===== config.mk =====
export PLATFORM = sky130hd
export DESIGN_NAME = tt_um_uart_tx
export DESIGN_NICKNAME = d
export VERILOG_FILES = /design/src/rtl/tt_um_uart_tx.sv
export SDC_FILE = /design/constraint.sdc
export NUM_CORES = 1
export LEC_CHECK = 0
export CELL_PAD_IN_SITES_DETAIL_PLACEMENT = 0
export CELL_PAD_IN_SITES_GLOBAL_PLACEMENT = 1
export CORE_AREA = 2 2 90 92
export DETAILED_ROUTE_END_ITERATION = 10
export DIE_AREA = 0 0 92 94
export PLACE_DENSITY = 0.59
export SYNTH_ARGS = -nofsm -noshare
export SYNTH_HDL_FRONTEND = slang
export SYNTH_SLANG_ARGS = --single-unit

===== constraint.sdc =====
create_clock -name clk -period 2.83 [get_ports clk]
set_clock_uncertainty 0.15 [all_clocks]
set_input_delay 0.566 -clock clk [delete_from_list [all_inputs] [get_ports clk]]
set_output_delay 0.566 -clock clk [all_outputs]
set_load 0.01 [all_outputs]

===== src/rtl/tt_um_uart_tx.sv =====
// UART transmitter: 8N1 frames from ui_in on a rising edge of uio_in[0].
// Define UART_TX_PARITY_EN to add an even-parity bit (8E1, 11-bit frame).
module tt_um_uart_tx #(
  parameter int CLKS_PER_BIT = 87
) (
  input  logic       clk,
  input  logic       rst_n,
  input  logic       ena,
  input  logic [7:0] ui_in,
  input  logic [7:0] uio_in,
  output logic [7:0] uo_out,
  output logic [7:0] uio_out,
  output logic [7:0] uio_oe
);

`ifdef UART_TX_PARITY_EN
  typedef enum logic [2:0] {
    IDLE   = 3'd0,
    START  = 3'd1,
    DATA   = 3'd2,
    PARITY = 3'd3,
    STOP   = 3'd4
  } state_t;

  function automatic logic even_parity(input logic [7:0] d);
    return ^d;
  endfunction
`else
  typedef enum logic [2:0] {
    IDLE  = 3'd0,
    START = 3'd1,
    DATA  = 3'd2,
    STOP  = 3'd4
  } state_t;
`endif

  localparam logic [9:0] BIT_LAST = 10'(CLKS_PER_BIT - 1);

  state_t     state, state_next;
  logic [9:0] cnt, cnt_next;
  logic [2:0] idx, idx_next;
  logic [7:0] shift, shift_next;
  logic [2:0] sync;
  logic [1:0] prime;
  logic       txd_r, busy_r, done_r;
  logic       txd_next, busy_next, done_next;
  logic       strobe_edge;
`ifdef UART_TX_PARITY_EN
  logic       par, par_next;
`endif

  // Upper uio bits carry no function.
  logic unused_uio;
  assign unused_uio = &{1'b0, uio_in[7:1]};

  // prime saturates once sync[2] holds a genuinely sampled value, so a strobe
  // already high at reset release is not mistaken for an edge.
  assign strobe_edge = sync[1] & ~sync[2] & (prime == 2'd3);

  // State register, synchroniser and registered outputs.
  always_ff @(posedge clk or negedge rst_n) begin
    if (!rst_n) begin
      state  <= IDLE;
      cnt    <= 10'd0;
      idx    <= 3'd0;
      shift  <= 8'd0;
      sync   <= 3'd0;
      prime  <= 2'd0;
      txd_r  <= 1'b1;
      busy_r <= 1'b0;
      done_r <= 1'b0;
`ifdef UART_TX_PARITY_EN
      par    <= 1'b0;
`endif
    end else begin
      state  <= state_next;
      cnt    <= cnt_next;
      idx    <= idx_next;
      shift  <= shift_next;
      sync   <= {sync[1:0], uio_in[0]};
      prime  <= (prime == 2'd3) ? prime : prime + 2'd1;
      txd_r  <= txd_next;
      busy_r <= busy_next;
      done_r <= done_next;
`ifdef UART_TX_PARITY_EN
      par    <= par_next;
`endif
    end
  end

  // Next-state logic: bit timing, data index and shift register.
  always_comb begin
    state_next = state;
    cnt_next   = cnt;
    idx_next   = idx;
    shift_next = shift;
`ifdef UART_TX_PARITY_EN
    par_next   = par;
`endif
    if (!ena) begin
      state_next = IDLE;
      cnt_next   = 10'd0;
      idx_next   = 3'd0;
    end else begin
      case (state)
        IDLE: begin
          if (strobe_edge) begin
            state_next = START;
            cnt_next   = BIT_LAST;
            idx_next   = 3'd0;
            shift_next = ui_in;
`ifdef UART_TX_PARITY_EN
            par_next   = even_parity(ui_in);
`endif
          end else begin
            cnt_next = 10'd0;
          end
        end
        START: begin
          if (cnt == 10'd0) begin
            state_next = DATA;
            cnt_next   = BIT_LAST;
          end else begin
            cnt_next = cnt - 10'd1;
          end
        end
        DATA: begin
          if (cnt == 10'd0) begin
            cnt_next   = BIT_LAST;
            shift_next = {1'b0, shift[7:1]};
            if (idx == 3'd7) begin
`ifdef UART_TX_PARITY_EN
              state_next = PARITY;
`else
              state_next = STOP;
`endif
              idx_next = 3'd0;
            end else begin
              idx_next = idx + 3'd1;
            end
          end else begin
            cnt_next = cnt - 10'd1;
          end
        end
`ifdef UART_TX_PARITY_EN
        PARITY: begin
          if (cnt == 10'd0) begin
            state_next = STOP;
            cnt_next   = BIT_LAST;
          end else begin
            cnt_next = cnt - 10'd1;
          end
        end
`endif
        STOP: begin
          if (cnt == 10'd0) begin
            state_next = IDLE;
            cnt_next   = 10'd0;
          end else begin
            cnt_next = cnt - 10'd1;
          end
        end
        default: begin
          state_next = IDLE;
          cnt_next   = 10'd0;
          idx_next   = 3'd0;
        end
      endcase
    end
  end

  // Output decode from the upcoming state so the flops present it in-cycle.
  always_comb begin
    txd_next  = 1'b1;
    busy_next = 1'b0;
    case (state_next)
      IDLE: begin
        txd_next  = 1'b1;
        busy_next = 1'b0;
      end
      START: begin
        txd_next  = 1'b0;
        busy_next = 1'b1;
      end
      DATA: begin
        txd_next  = shift_next[0];
        busy_next = 1'b1;
      end
`ifdef UART_TX_PARITY_EN
      PARITY: begin
        txd_next  = par_next;
        busy_next = 1'b1;
      end
`endif
      STOP: begin
        txd_next  = 1'b1;
        busy_next = 1'b1;
      end
      default: begin
        txd_next  = 1'b1;
        busy_next = 1'b0;
      end
    endcase
    done_next = ena & (state == STOP) & (state_next == IDLE);
  end

  assign uo_out  = {5'b00000, done_r, busy_r, txd_r};
  assign uio_out = 8'h00;
  assign uio_oe  = 8'h00;

endmodule


==> impl_metrics.py <==
metrics = {
    "status": {
        "status": "finished clean",
    },
    "setup_path": {
        "worstRegToRegCells": 7,
        "crit_chain": "inv_1 -> ha_1 -> or4b_4 -> nor3_4 -> o211a_4 -> mux2i_1 -> nor2b_1",
        "cp_data_arrival_time_ps": 2290,
        "cp.buffers_inverters": 1,
        "setup.worst_path.start_class": "flip-flop",
        "path_class": "flip-flop to flip-flop",
        "critPathCaptureType": "flip-flop",
        "cp.required_ps": 2860,
        "cp_slowest_cell": "or4b_4",
        "max_stage_delay_ps": 490,
        "crit_family": "simple AND/OR/NAND/NOR gates",
        "path_max_fanout": 7,
        "cp.depth": 7,
    },
    "final_layout": {
        "drive_gt1_share_pct": 12.86,
        "fillCellCount": 825,
        "final_util_pct": 28.29,
        "nets": 233,
        "stdcell_area_um2": 2152,
        "syn_to_final_growth_pct": 15.44,
        "antenna_cells": 0,
    },
    "global_route": {
        "grt_max_degree": 33,
        "grt_pass1_wl_um": 6486,
        "grt_usage_pct": 9.522,
        "grt_pass1_vias": 1314,
        "antenna_found_initial": 0,
        "overflow": 0,
    },
    "synthesis": {
        "ys_seq_elements": 32,
        "syn_area_um2": 1864,
        "yosys.area.top_type": "dfrtp_1",
        "synth_flop_cell": "dfrtp_1",
        "async_flop_share_pct": 100.0,
        "synth_cell_types": 47,
        "synth_cells": 189,
        "synth_edf_count": 0,
        "synth_area_leaders": "dfrtp_1 (42%), buf_4 (9.7%), nor2_1 (4.8%)",
        "yosysMostFrequentCell": "dfrtp_1",
        "yosysTopAreaCellShare_pct": 41.61,
        "syn_avg_cell_area_um2": 9.864,
        "ys_warn_count": 0,
        "ys_seq_area_share_pct": 43.02,
        "yosys-top-cells-count": "dfrtp_1 (31), buf_4 (24), nor2_1 (24), a21oi_1 (15), xnor2_1 (7)",
    },
    "pwr": {
        "p_comb_share_pct": 31.1,
        "p_per_area_nw_per_um2": 638.0,
        "leakage_uw": 0.0009197,
        "p_int_uw": 887.8,
        "power_switching_uw": 485.3,
        "ir_drop_uv": 255.5,
        "clockPowerShare_pct": 26.7,
        "seqPwrFrac_pct": 42.2,
        "p_sw_share_pct": 35.34,
    },
    "timing": {
        "worst_pin_slew_ps": 587.6,
        "tns_ps": 0,
        "final.setup.worst_slack_ps": 571.6,
        "maxSlewHeadroom_pct": 60.42,
        "drv_slew": 0,
        "max_freq_mhz": 442.8,
        "rsz0062_at_grt": "false",
        "hold_violations": 0,
        "fin_crit_sh_pct": 79.80,
        "post-route-min-period_ps": 2258,
        "setup_violations": 0,
    },
    "run": {
        "max-cap-violations": 0,
    },
    "clock_tree": {
        "cts_num_sinks": 32,
        "cts_max_level": 2,
        "cts_buffers": 5,
        "cts_tree": "done",
        "ctsHoldBuffers": 0,
        "clockBufferDepth": 2,
        "cts.repair.resized": 0,
        "post-cts-setup-buffers": 0,
        "clk_pin_slew_ps": 80,
        "clk_latency_ps": 290,
        "cts_root_buf": "clkbuf_8",
    },
    "placement": {
        "dp_hpwl_um": 2635,
        "gp_congestion": 0.7143,
        "dpl-instance-area_um2": 2059,
        "port_buffers": 14,
        "pre_cts_ws_ps": 458.6,
    },
    "floorplanning": {
        "pin_count": 43,
        "dieArea_um2": 8648,
        "initial_core_util_pct": 24.51,
        "chipWidth_um": 92,
        "core_area_um2": 7607,
        "fp.dieH_um": 94,
        "num_rows": 32,
    },
    "min_path": {
        "hold_class": "flip-flop to flip-flop",
        "holdPathStages": 0,
    },
    "drt": {
        "num_vias": 1350,
        "ant_nets": 0,
        "drt_iter0_drc": 82,
        "drc": 0,
        "wl_um": 3733,
        "drt_pre_antenna_iters": 4,
        "vias_per_cell": 4.327,
        "wl_per_cell_um": 11.96,
    },
}
==> kinds of logic (layout without fill, tap and decap cells) <==
group,count (synthesis),in the layout,share of synthesized area [%]
and+or+nand+nor,64,64,19.60
buffers and inverters,33,34,11.95
AOI/OAI and AO/OA,42,42,15.91
xor gates and xnor gates,8,8,3.759
DFF,32,32,43.02
muxes,4,4,2.215
other,1,21,0.2011
adders and majority gates,5,5,3.356
==> per-layer routing <==
layer | GRT usage [%] | wire length (um) | up-vias | share of wire (%)
li1 | - | - | 661 | -
met1 | 13.39 | 1911 | 643 | 51
met2 | 14.15 | 1585 | 41 | 42
met3 | 2.648 | 193 | 5 | 5.2
met4 | 2.985 | 43 | 0 | 1.2
met5 | 0 | 0 | - | 0
==> flip-flops by register name, indices dropped and copies added, names as in the netlist <==
name	flops
idx	3
txd_r	1
cnt	10
sync	3
shift	8
done_r	1
prime	2
busy_r	1
state	3
==> worst reg2reg max path, stage by stage (launching register included) <==
cell	delay (ps)
dfrtp_1	410
inv_1	110
ha_1	170
or4b_4	490
nor3_4	300
o211a_4	250
mux2i_1	200
nor2b_1	70
==> power by group through the flow <==
| stage | Clock, uW | Combinational, uW | Sequential, uW |
|---|---|---|---|
| finish | 367 | 427 | 579 |
| CTS | 382 | 430 | 580 |
| global route | 406 | 478 | 591 |
| floorplan | 0 | 357 | 569 |
| global placement | 0 | 428 | 587 |
| detailed placement | 0 | 428 | 589 |
==> per-stage QoR <==
step / total power, uW / hold WS, ps / std cells
floorplan: 926.4 / 120.4 / 209
global placement: 1016 / 183.5 / 304
detailed placement: 1017 / 197.1 / 304
CTS: 1392 / 216.4 / 312
global route: 1475 / 221.6 / 312
finish: 1373 / 209.6 / 312
==> placed cells by master (no fill, tap or decap), types with 5 or more instances in the layout <==
cell type	instances
xnor2_1	7
o21ai_0	5
buf_4	8
clkbuf_8	5
a21oi_1	15
nor2_1	24
nor3_1	5
ha_1	5
conb_1	21
clkdlybuf4s50_1	14
nor2b_1	5
nand2_1	6
dfrtp_1	31
a22oi_1	6
==> cell type report <==
class                   instances  area (um2)  share of cell area [%]
inverters                       4       15.01                  0.6977
flip-flops and latches         32       802.0                   37.27
clock buffers                   5       68.82                   3.198
repair buffers                 22       200.2                   9.302
well taps                     102       127.6                   5.930
multi-input cells             144       914.6                   42.50
clock inverters                 3       23.77                   1.105
==> final timing paths <==
check	to	from	slack, ps
worst min-delay path	sync[1]	sync[0]	210
worst min register to register	sync[1]	sync[0]	210
worst max register to register	idx[0]	cnt[0]	570
worst max-delay path	idx[0]	cnt[0]	570
min in group asynchronous	idx[2]	rst_n	540
max in group asynchronous	txd_r	rst_n	1660
No activity file was read; power rests on OpenSTA's default activity.
